<file path="src/rtl/fixed_point_divider_pkg.sv">
// Shared fixed-point definitions for the perceptron datapath: Q format widths,
// divider state encoding and sign/magnitude field helpers.
package fixed_point_pkg;

  localparam int unsigned Q_M    = 16;
  localparam int unsigned Q_N    = 16;
  localparam int unsigned W      = Q_M + Q_N;
  localparam int unsigned N      = Q_M + 2 * Q_N;
  localparam int unsigned DATA_W = 1 + W;

  typedef enum logic [1:0] {
    IDLE,
    DIV,
    DONE
  } div_state_t;

  function automatic logic fx_sign(input logic [DATA_W-1:0] x);
    return x[DATA_W-1];
  endfunction

  function automatic logic [W-1:0] fx_mag(input logic [DATA_W-1:0] x);
    return x[W-1:0];
  endfunction

endpackage

</file>
<file path="src/rtl/fixed_point_divider_div_step.sv">
// One radix-2 restoring division step: shift in the next dividend bit and
// subtract the divisor when it fits.
module div_step #(
  parameter int unsigned MW = 32
) (
  input  logic [MW:0]   i_rem,
  input  logic          i_bit,
  input  logic [MW-1:0] i_div,
  output logic [MW:0]   o_rem,
  output logic          o_qbit
);

  logic [MW+1:0] w_shift;
  logic [MW:0]   w_diff;

  always_comb begin
    w_shift = {i_rem, i_bit};
    // Difference only matters when shift >= div, where it is below div and fits MW+1 bits.
    w_diff  = w_shift[MW:0] - {1'b0, i_div};
    o_qbit  = (w_shift >= {2'b00, i_div});
    o_rem   = o_qbit ? w_diff : w_shift[MW:0];
  end

endmodule

</file>
<file path="src/rtl/fixed_point_divider.sv">
// Sequential sign-magnitude fixed-point divider y = a / b, one quotient bit
// per clock, with start/ready and one-cycle valid pulse.
module fixed_point_divider
  import fixed_point_pkg::*;
#(
  parameter int unsigned sign = 1,
  parameter int unsigned q_m  = Q_M,
  parameter int unsigned q_n  = Q_N
) (
  input  logic                    clk_i,
  input  logic                    rst_ni,
  input  logic                    start_i,
  input  logic [sign+q_m+q_n-1:0] a_in,
  input  logic [sign+q_m+q_n-1:0] b_in,
  output logic                    ready_o,
  output logic                    valid_o,
  output logic [sign+q_m+q_n-1:0] y_out,
  output logic                    div_by_zero_o,
  output logic                    overflow_o
);

  localparam int unsigned DW = sign + q_m + q_n;
  localparam int unsigned MW = q_m + q_n;
  localparam int unsigned NI = q_m + 2 * q_n;
  localparam int unsigned CW = $clog2(NI);

  div_state_t    r_state, w_state_nxt;
  logic [NI-1:0] r_dvd, r_q, w_q_fin;
  logic [MW-1:0] r_div, w_mag;
  logic [MW:0]   r_rem, w_rem_nxt;
  logic [CW-1:0] r_cnt;
  logic          r_sign, w_qbit, w_ovf;
  logic [DW-1:0] r_y;
  logic          r_valid, r_dz, r_ovf;

  div_step #(.MW(MW)) u_step (
    .i_rem  (r_rem),
    .i_bit  (r_dvd[r_cnt]),
    .i_div  (r_div),
    .o_rem  (w_rem_nxt),
    .o_qbit (w_qbit)
  );

  // Quotient bits arrive MSB first, so a left shift places bit k at Q[k].
  assign w_q_fin = {r_q[NI-2:0], w_qbit};
  assign w_ovf   = |w_q_fin[NI-1:MW];
  assign w_mag   = w_ovf ? '1 : w_q_fin[MW-1:0];

  always_ff @(posedge clk_i or negedge rst_ni) begin
    if (!rst_ni) r_state <= IDLE;
    else         r_state <= w_state_nxt;
  end

  // A zero divisor passes through DIV for one cycle so valid_o lands after edge 1.
  always_comb begin
    w_state_nxt = r_state;
    unique case (r_state)
      IDLE:    if (start_i) w_state_nxt = DIV;
      DIV:     if (r_div == '0 || r_cnt == '0) w_state_nxt = DONE;
      DONE:    w_state_nxt = IDLE;
      default: w_state_nxt = IDLE;
    endcase
  end

  always_ff @(posedge clk_i or negedge rst_ni) begin
    if (!rst_ni) begin
      r_dvd   <= '0;
      r_q     <= '0;
      r_div   <= '0;
      r_rem   <= '0;
      r_cnt   <= '0;
      r_sign  <= 1'b0;
      r_y     <= '0;
      r_valid <= 1'b0;
      r_dz    <= 1'b0;
      r_ovf   <= 1'b0;
    end else begin
      r_valid <= 1'b0;
      case (r_state)
        IDLE: begin
          if (start_i) begin
            r_dvd  <= {a_in[MW-1:0], {q_n{1'b0}}};
            r_div  <= b_in[MW-1:0];
            r_sign <= a_in[DW-1] ^ b_in[DW-1];
            r_cnt  <= CW'(NI - 1);
            r_rem  <= '0;
            r_q    <= '0;
          end
        end
        DIV: begin
          if (r_div == '0) begin
            r_y     <= {r_sign, {MW{1'b1}}};
            r_dz    <= 1'b1;
            r_ovf   <= 1'b1;
            r_valid <= 1'b1;
          end else begin
            r_rem <= w_rem_nxt;
            r_q   <= w_q_fin;
            if (r_cnt == '0) begin
              r_y     <= {r_sign & (|w_mag), w_mag};
              r_dz    <= 1'b0;
              r_ovf   <= w_ovf;
              r_valid <= 1'b1;
            end else begin
              r_cnt <= r_cnt - CW'(1);
            end
          end
        end
        default: ;
      endcase
    end
  end

  assign ready_o       = (r_state == IDLE);
  assign valid_o       = r_valid;
  assign y_out         = r_y;
  assign div_by_zero_o = r_dz;
  assign overflow_o    = r_ovf;

endmodule

</file>
<file path="config.mk">
export PLATFORM = sky130hd
export DESIGN_NAME = fixed_point_divider
export DESIGN_NICKNAME = d
export VERILOG_FILES = /design/src/rtl/fixed_point_divider_pkg.sv /design/src/rtl/fixed_point_divider_div_step.sv /design/src/rtl/fixed_point_divider.sv
export SDC_FILE = /design/constraint.sdc
export NUM_CORES = 1
export LEC_CHECK = 0
export ABC_AREA = 1
export CORE_MARGIN = 1
export CORE_UTILIZATION = 50
export DETAILED_ROUTE_END_ITERATION = 8
export PLACE_DENSITY = 0.71
export SYNTH_ARGS = -nofsm -noshare
export SYNTH_HDL_FRONTEND = slang
export SYNTH_SLANG_ARGS = --single-unit
</file>
<file path="constraint.sdc">
create_clock -name clk_i -period 3.6 [get_ports clk_i]
set_clock_uncertainty 0.2 [all_clocks]
set_input_delay 0.72 -clock clk_i [delete_from_list [all_inputs] [get_ports clk_i]]
set_output_delay 0.72 -clock clk_i [all_outputs]
set_load 0.05 [all_outputs]
</file>
==> results of run 1 <==
[cell type report]
type | count | share of cell area, %
inverter | 161 | 4.84
multi-input combinational | 968 | 39.8
clock buffer | 17 | 3.36
timing repair buffer | 130 | 10.2
sequential | 189 | 37.4
tap | 270 | 2.67
clock inverter | 15 | 1.71
timing repair inverter | 1 | 0.0396
[layout by cell type, fill, tap and decap left out, drive strengths merged, types with 2 or more instances in the layout]
cell / instances
a21oi: 30
buf: 24
clkinvlp: 3
nand4: 18
clkdlybuf4s50: 104
o22a: 31
and2: 5
inv: 168
or2: 2
o21a: 2
nand3b: 25
and3: 3
ha: 34
o21bai: 8
o21ai: 63
xnor2: 18
nand2: 485
clkbuf: 19
a22o: 46
clkinv: 6
nor4: 11
dfrtp: 189
nand3: 85
nor3: 9
nor2: 88
[sequential cells by signal, indices dropped and copies added, names as in the netlist, 2 cells and up]
signal	cells
r_q	47
r_rem	33
y_out	33
r_div	32
r_dvd	32
r_cnt	6
r_state	2
[metrics by stage]
| stage | hold slack [ns] | setup slack (ns) | cell area, µm² |
|---|---|---|---|
| 5_1_grt | 0.0679 | 0.0441 | 12600 |
| 4_1_cts | 0.0496 | 0.127 | 12600 |
| 3_3_place_gp | 0.260 | 0.276 | 11900 |
| 3_5_place_dp | 0.264 | 0.179 | 11900 |
| 2_1_floorplan | 0.224 | 0.589 | 10600 |
| 6_report | 0.0316 | 0.323 | 12600 |
[per-layer routing]
layer / routed length [µm] / part of all wire, %
met1: 12800 / 48
met3: 1320 / 4.9
met5: 0 / 0
met2: 12300 / 46
met4: 461 / 1.7
[worst max path at each step]
stage | to | slack (ns) | cells after the start
after floorplan | r_rem[28] | 0.59 | 26
after global placement | r_rem[18] | 0.28 | 21
after detailed placement | r_rem[28] | 0.18 | 23
after CTS | r_rem[28] | 0.13 | 23
after global routing | r_rem[28] | 0.04 | 24
final | r_rem[12] | 0.32 | 19
[worst reg2reg max path, stage by stage (launching register included)]
cell and delay, ns:
dfrtp_2 0.46, clkinvlp_4 0.18, clkbuf_2 0.18, o21ai_0 0.20, nand3_1 0.10, nand3_1 0.08, nand2_1 0.06, nand2_1 0.05
nand2_1 0.05, nand2_1 0.08, ha_1 0.21, fa_2 0.25, inv_2 0.06, nand2_1 0.08, nand3_2 0.13, nand3_4 0.13
buf_4 0.33, nand3b_1 0.18, nand3_1 0.11, nand2_1 0.05
[kinds of logic after synthesis]
group	synth area share [%]
and+or+nand+nor	29.7
buffers and inverters	8.26
DFF	44.5
AOI/OAI and AO/OA	11.7
adders and majority gates	4.19
xor gates and xnor gates	1.57
[timing repair]
item,in CTS,in global routing
endpoints found under the setup margin,0,31
buffers inserted,0,8
gates resized for setup,0,8
==> flow_metrics.env, run 1 <==
export IMPL_status="complete, no violations"
export IMPL_vias=9284
export IMPL_cts_made_buffers=17
export IMPL_port_buffer_count=105
export IMPL_reg2regPathDepth=19
export IMPL_finalSetupTns_ns=0
export IMPL_crit_path_cell_trace="clkinvlp_4 > clkbuf_2 > o21ai_0 > nand3_1 > nand3_1 > nand2_1 > nand2_1 > nand2_1 > nand2_1 > ha_1 > fa_2 > inv_2 > nand2_1 > nand3_2 > nand3_4 > buf_4 > nand3b_1 > nand3_1 > nand2_1"
export IMPL_syn_inst=1369
export IMPL_crit_required_ns=3.73
export IMPL_drtIter0Drc=640
export IMPL_met1_usage_pct=36.9
export IMPL_cts_hold_buf=0
export IMPL_grt_max_degree=89
export IMPL_grt_pass1_vias=8906
export IMPL_timing_rr_start="r_cnt[0]"
export IMPL_die_h_um=148
export IMPL_setup_viol_count_final=0
export IMPL_antenna_found_initial=0
export IMPL_met2_usage_pct=40.7
export IMPL_grt_use_met3_pct=4.01
export IMPL_synth_common_cells="479 x nand2_1, 189 x dfrtp_1, 154 x inv_1"
export IMPL_cts_tree="built"
export IMPL_crit_path_max_incr_delay_ns=0.46
export IMPL_hold_viol_final=0
export IMPL_first_pass_iters=5
export IMPL_postRouteAntennaNets=0
export IMPL_stdcell_count=1751
export IMPL_ys_warn_count=0
export IMPL_fin_crit_sh_pct=91.0
export IMPL_via_per_inst=5.30
export IMPL_num_rows=52
export IMPL_drv_cap=0
export IMPL_area_growth_syn_to_layout_pct=19.1
export IMPL_initial_core_util_pct=51.8
export IMPL_crit_top_cell="nand2_1"
export IMPL_wire_per_inst_um=15.4
export IMPL_multi_input_comb_area_um2=5030
export IMPL_htree_levels=4
export IMPL_cp_num_buf_inv=4
export IMPL_clock_sinks=189
export IMPL_diodes=0
export IMPL_synth_edff_count=0
export IMPL_grt_busiest_layer="met2"
export IMPL_coreArea_um2=20500
export IMPL_grtUsageTotal_pct=25.9
export IMPL_nFillCells=1885
export IMPL_post_place_cells=1710
export IMPL_synthMostInstantiatedCell="nand2_1"
export IMPL_startpoint="r_cnt[0]"
export IMPL_slew_headroom_pct=53.4
export IMPL_cpLargestDelayFamily="simple AND/OR/NAND/NOR gates"
export IMPL_synth_top_area_cell="dfrtp_1"
export IMPL_clock_latency_ns=0.44
export IMPL_rsz0062_at_grt="no"
export IMPL_reg2reg_to="r_rem[12]"
export IMPL_synth_main_ff_cell="dfrtp_1"
export IMPL_globalplace_congestion=0.936
export IMPL_die_w_um=148
export IMPL_async_flop_share_pct=100
export IMPL_regToRegSetupSlack_ns=0.32
export IMPL_netlist_area_um2=10600
export IMPL_clock_path_buffers=2
export IMPL_die_area_um2=21800
export IMPL_syn_avg_cell_area_um2=7.76
export IMPL_yosysUniqueCellTypes=41
export IMPL_min_period_ns=3.28
export IMPL_hold_path_class="input pin to asynchronous set/reset pin"
export IMPL_end_kind="register"
export IMPL_ios=106
export IMPL_crit_arrival_ns=3.41
export IMPL_ys_seq_area_share_pct=44.5
export IMPL_tightest_slew_ns=0.698
export IMPL_path_clk_slew_ns=0.08
export IMPL_cp_slowest_cell="dfrtp_2"
export IMPL_finish_utilization_pct=61.7
export IMPL_clock_root_buffer="clkbuf_16"
export IMPL_drt_wl_total_um=26900
export IMPL_synth_nets=1473
export IMPL_startpoint_type="register"
export IMPL_worstPathMaxFanout=24
export IMPL_regArea_um2=4730
export IMPL_grt_pass1_wl_um=44800
export IMPL_final_max_slew_viol_count=0
export IMPL_drive_gt1_share_pct=6.75
export IMPL_synth_seq_cells=189
export IMPL_drc=0
export IMPL_critPathKind="register to register"
export IMPL_final_nets=1572
export IMPL_synth_area_leaders="dfrtp_1 45%, nand2_1 17%, inv_1 5.4%"
export IMPL_grt_overflow=0
export IMPL_max_freq_ghz=0.305
export IMPL_dp_hpwl_um=19600
export IMPL_synth_top_area_share_pct=44.5
Power of run 1 is left out: the tool's default activity adds up to more than one toggle a clock period on the data nets, which glitch-free logic cannot reach.
==> run 2: changes to the inputs <==
GPL_ROUTABILITY_DRIVEN = 0   (was unset)
==> run 2 against run 1 <==
  * Wire length is 2.8% lower
  * Sequential cell count stayed put
  * Sequential share of layout area is 0.063 points higher
  * Final area is 0.17% lower
  * Fmax is 0.93% higher
  * Worst setup slack better by 0.030 ns
  * Die area stayed put
==> flow_metrics.env, run 2 (same netlist as run 1, synthesis figures left out) <==
export IMPL_status="complete, no violations"
export IMPL_wl_met2_um=11900
export IMPL_die_area_um2=21800
export IMPL_num_rows=52
export IMPL_wire_per_inst_um=15.0
export IMPL_grt_max_degree=115
export IMPL_slew_headroom_pct=48.0
export IMPL_drtIter0Drc=642
export IMPL_hold_viol_final=0
export IMPL_critPathKind="register to register"
export IMPL_min_period_ns=3.25
export IMPL_die_w_um=148
export IMPL_crit_arrival_ns=3.38
export IMPL_clock_sinks=189
export IMPL_startpoint_type="register"
export IMPL_grt_overflow=0
export IMPL_first_pass_iters=5
export IMPL_cp_slowest_cell="dfrtp_2"
export IMPL_clock_path_buffers=2
export IMPL_top_layer="met4"
export IMPL_setup_viol_count_final=0
export IMPL_final_max_slew_viol_count=0
export IMPL_crit_required_ns=3.73
export IMPL_largest_reg_flops=47
export IMPL_crit_top_cell="nand2_1"
export IMPL_path_clk_slew_ns=0.08
export IMPL_clock_latency_ns=0.45
export IMPL_dp_hpwl_um=18600
export IMPL_cts_hold_buf=0
export IMPL_die_h_um=148
export IMPL_grt_pass1_vias=8676
export IMPL_tightest_slew_ns=0.780
export IMPL_postRouteAntennaNets=0
export IMPL_regArea_um2=4730
export IMPL_regMostFlops="r_q"
export IMPL_fin_crit_sh_pct=90.2
export IMPL_nFillCells=1904
export IMPL_rsz0062_at_grt="no"
export IMPL_final_common_cell="nand2_1"
export IMPL_final_nets=1567
export IMPL_final_cell_mix="477 x nand2_1, 187 x dfrtp_1, 151 x inv_1"
export IMPL_htree_levels=4
export IMPL_via_per_inst=5.31
export IMPL_area_growth_syn_to_layout_pct=18.9
export IMPL_grtUsageTotal_pct=24.9
export IMPL_finalSetupTns_ns=0
export IMPL_multi_input_comb_area_um2=5030
export IMPL_drc=0
export IMPL_end_kind="register"
export IMPL_grt_pass1_wl_um=43200
export IMPL_drt_wl_total_um=26100
export IMPL_vias=9271
export IMPL_ios=106
export IMPL_coreArea_um2=20500
export IMPL_worstPathMaxFanout=7
export IMPL_drive_gt1_share_pct=6.37
export IMPL_clock_root_buffer="clkbuf_16"
export IMPL_crit_path_max_incr_delay_ns=0.42
export IMPL_port_buffer_count=105
export IMPL_cts_tree="built"
export IMPL_drt_met1_wl_um=12500
export IMPL_hold_path_class="input pin to asynchronous set/reset pin"
export IMPL_antenna_found_initial=1
export IMPL_cts_made_buffers=17
export IMPL_drv_cap=0
export IMPL_met3_length_um=1270
export IMPL_initial_core_util_pct=51.8
export IMPL_max_freq_ghz=0.308
-- run 2: repair_timing --
item,in CTS,in global routing
gates resized for setup,0,7
buffers inserted,0,5
endpoints found under the setup margin,0,19
-- run 2: area by class of cell --
cell class	instances	area share (%)
Sequential cell	189	37.5
Timing Repair Buffer	126	9.98
Inverter	161	4.85
Tap cell	270	2.68
Antenna cell	1	0.0198
Clock buffer	17	3.37
Clock inverter	15	1.78
Multi-Input combinational cell	968	39.9
-- run 2: worst max-delay path: cells and delay by family, from the launching register on --
kind / cells / cell delay [ns]
and+or+nand+nor: 19 / 1.40
buffers and inverters: 4 / 0.47
DFF: 1 / 0.42
adders and majority gates: 2 / 0.63
-- run 2: worst paths after layout --
check | start | endpoint | slack [ns] | cells past startpoint
hold reg to reg | r_dvd[40] | r_dvd[40] | 0.29 | 2
setup reg to reg | r_cnt[1] | r_rem[28] | 0.35 | 25
min in group clk_i | r_dvd[40] | r_dvd[40] | 0.29 | 2
max in group asynchronous | rst_ni | y_out[1] | 2.22 | 2
hold / removal | rst_ni | r_div[7] | 0.11 | 1
setup / recovery | r_cnt[1] | r_rem[28] | 0.35 | 25
-- run 2: per-layer routing --
metal / vias to the layer above / global-route usage [%]
met2: 264 / 38.1
li1: 4626 / -
met1: 4346 / 36.2
met4: 0 / 7.94
met3: 35 / 3.98
met5: - / 0
-- run 2: per-stage QoR --
stage | std cells | cell area, µm² | setup slack, ns | hold slack, ns | utilization (%)
after detailed placement | 1709 | 11900 | 0.222 | 0.266 | 58.1
after global placement | 1709 | 11900 | 0.297 | 0.259 | 58.1
after floorplan | 1369 | 10600 | 0.589 | 0.224 | -
after CTS | 1741 | 12600 | 0.172 | 0.163 | 61.3
after global routing | 1747 | 12600 | 0.00473 | 0.193 | 61.6
final | 1747 | 12600 | 0.353 | 0.105 | 61.6
Power of run 2 is left out for the same reason.
==> run 3: changes to the inputs <==
PLACE_DENSITY = unset   (was 0.71)
PLACE_DENSITY_LB_ADDON = 0.3   (was unset)
SYNTH_HIERARCHICAL = 1   (was unset)
==> run 3 against run 2 <==
  * Non-clock buffer count is 10 higher
  * Final area is 10% higher
  * Synthesized area is 13% higher
  * Sequential cell count stayed put
  * Cell count is 24% higher
  * Count of clock-buffer cells in the layout is 1 higher
  * Critical endpoint is now r_rem[26]
  * Largest cell class unchanged
==> flow_metrics.env, run 3 <==
export IMPL_postRouteAntennaNets=0
export IMPL_final_max_slew_viol_count=0
export IMPL_yosysUniqueCellTypes=36
export IMPL_dp_hpwl_um=21100
export IMPL_synth_top_area_cell="dfrtp_1"
export IMPL_synthMostInstantiatedCell="nand2_1"
export IMPL_drtIter0Drc=935
export IMPL_p_switching_mw=8.04
export IMPL_clkPwrFrac_pct=12.4
export IMPL_via_per_inst=5.33
export IMPL_num_rows=56
export IMPL_async_flop_share_pct=100
export IMPL_reg2reg_to="r_rem[26]"
export IMPL_port_buffer_count=105
export IMPL_grt_pass1_vias=10942
export IMPL_final_common_cell="nand2_1"
export IMPL_grtUsageTotal_pct=26.2
export IMPL_ir_drop_uv=461
export IMPL_clock_latency_ns=0.45
export IMPL_path_clk_slew_ns=0.08
export IMPL_antenna_found_initial=0
export IMPL_critPathKind="register to register"
export IMPL_area_growth_syn_to_layout_pct=16.5
export IMPL_grt_max_degree=92
export IMPL_slew_headroom_pct=45.6
export IMPL_hold_path_class="input pin to asynchronous set/reset pin"
export IMPL_ys_seq_area_share_pct=39.5
export IMPL_grt_pass1_wl_um=51900
export IMPL_drt_wl_total_um=30800
export IMPL_max_freq_ghz=0.295
export IMPL_startpoint_type="register"
export IMPL_drc=0
export IMPL_diodes=0
export IMPL_netlist_area_um2=12000
export IMPL_grt_overflow=0
export IMPL_crit_arrival_ns=3.56
export IMPL_regToRegSetupSlack_ns=0.21
export IMPL_drive_gt1_share_pct=6.56
export IMPL_first_pass_iters=5
export IMPL_synth_common_cells="653 x nand2_1, 241 x inv_1, 189 x dfrtp_1"
export IMPL_min_period_ns=3.39
export IMPL_clock_path_buffers=2
export IMPL_synth_edff_count=0
export IMPL_finalPower_mw=15.7
export IMPL_cts_made_buffers=17
export IMPL_clock_sinks=189
export IMPL_worstPathMaxFanout=16
export IMPL_synth_top_area_share_pct=39.5
export IMPL_ys_warn_count=6
export IMPL_syn_inst=1765
export IMPL_timing_rr_start="r_cnt[0]"
export IMPL_hold_viol_final=0
export IMPL_end_kind="register"
export IMPL_drv_cap=0
export IMPL_die_area_um2=24600
export IMPL_fin_crit_sh_pct=94.1
export IMPL_synth_area_leaders="dfrtp_1 40%, nand2_1 20%, inv_1 7.6%"
export IMPL_cts_tree="built"
export IMPL_p_per_area_nw_per_um2=1130
export IMPL_die_w_um=157
export IMPL_final_cell_mix="651 x nand2_1, 239 x inv_1, 188 x dfrtp_1"
export IMPL_die_h_um=157
export IMPL_vias=11532
export IMPL_initial_core_util_pct=51.0
export IMPL_synth_main_ff_cell="dfrtp_1"
export IMPL_crit_required_ns=3.77
export IMPL_final_nets=1935
export IMPL_comb_power_share_pct=62.9
export IMPL_clock_root_buffer="clkbuf_16"
export IMPL_reg2regPathDepth=25
export IMPL_tightest_slew_ns=0.817
export IMPL_p_int_mw=7.65
export IMPL_leakage_nw=7.42
export IMPL_regMostFlops="r_q"
export IMPL_seqPwrFrac_pct=24.7
export IMPL_status="complete, no violations"
export IMPL_synth_seq_cells=189
export IMPL_setup_viol_count_final=0
export IMPL_sw_frac_of_total_pct=51.3
export IMPL_synth_nets=1869
export IMPL_coreArea_um2=23500
export IMPL_cts_hold_buf=0
export IMPL_htree_levels=4
export IMPL_wire_per_inst_um=14.2
export IMPL_holdWs_ns=0.0696
export IMPL_syn_avg_cell_area_um2=6.78
export IMPL_largest_reg_flops=47
export IMPL_ios=106
==> run 3: changes by cell type after synthesis, moves of 14 or more <==
| cell | before | now |
|---|---|---|
| inv_1 | 154 | 241 |
| nand2_1 | 479 | 653 |
| xnor2_1 | 18 | 1 |
| nand3_1 | 83 | 166 |
| nor2_1 | 81 | 113 |
| nand4_1 | 17 | 123 |
| xor2_1 | 1 | 15 |
| o22a_1 | 31 | 0 |
| buf_2 | 26 | 43 |
| nand3b_1 | 25 | 2 |
| a22o_1 | 46 | 0 |
==> run 3: how the worst max path moves through the flow <==
stage	start	to	slack, ns	cells after the start
floorplan	r_cnt[0]	y_out[32]	0.17	31
global placement	r_cnt[0]	y_out[32]	0.24	29
detailed placement	r_cnt[0]	y_out[32]	0.14	29
CTS	r_cnt[0]	y_out[32]	0.12	29
global route	r_cnt[0]	y_out[32]	-0.06	28
finish	r_cnt[0]	r_rem[26]	0.21	25
==> run 3: timing repair <==
item / in CTS / in global routing
buffers inserted: 0 / 7
endpoints found under the hold margin: 0 / 0
endpoints found under the setup margin: 0 / 36
resized for setup: 0 / 20
==> run 3: worst max-delay path: stages (launching register included) <==
cell     delay [ns]
dfrtp_1        0.44
buf_6          0.15
buf_6          0.12
nor2_2         0.08
nor2_1         0.04
nand2_1        0.06
nand3_1        0.08
nand3_1        0.09
nand2_1        0.07
nand3_2        0.06
nand2_2        0.07
inv_1          0.06
ha_2           0.16
inv_2          0.05
fa_2           0.38
nand3_2        0.08
nand3_2        0.09
nand2_2        0.11
nand2_2        0.07
nand2_2        0.09
buf_4          0.11
buf_4          0.21
nand4_1        0.12
nand2_1        0.11
nand4_1        0.10
nand2_1        0.10
==> run 3: cells by family (layout without fill, tap and decap cells) <==
kind of cell	after synthesis	in the layout	synth area share, %
AO/OA/AOI/OAI	93	93	4.24
AND/OR/NAND/NOR	1095	1095	39.9
XOR/XNOR	16	16	1.17
flip-flops	189	189	39.5
adder cells (fa/ha/maj)	35	35	3.72
buffers and inverters	337	416	11.5
==> run 3: layout make-up <==
cell class / count / area (µm²)
timing repair buffer: 136 / 1340
clock inverter: 14 / 188
sequential: 189 / 4730
tap: 319 / 399
inverter: 248 / 931
fill: 2251 / 9530
multi-input combinational: 1239 / 5920
clock buffer: 18 / 439
==> run 3: through the flow <==
step	cell area, µm²	instances	utilization, %	worst slack [ns]	setup TNS [ns]
3_5_place_dp	13200	2124	56.3	0.142	0
3_3_place_gp	13200	2124	56.3	0.239	0
5_1_grt	13900	2163	59.4	-0.0576	-0.0576
4_1_cts	13800	2156	59.0	0.119	0
6_report	13900	2163	59.4	0.213	0
2_1_floorplan	12000	1765	-	0.173	0
==> run 3: power by group through the flow <==
stage          sequential, mW  combinational (mW)  clock, mW
3_5_place_dp             3.87                9.54          0
5_1_grt                  3.98                11.2       2.08
3_3_place_gp             3.86                9.31          0
6_report                 3.87                9.87       1.95
4_1_cts                  3.86                9.63       1.99
2_1_floorplan            4.09                7.10          0
==> run 3: layer usage <==
layer	vias up	part of all wire, %	global-route usage (%)	routed length (µm)
li1	5702	-	-	-
met1	5449	45	34.4	14000
met3	43	4.9	4.15	1500
met2	338	48	44.4	14700
met5	-	0	0	0
met4	0	2.0	7.70	609
Power figures use the tool's default switching activity.
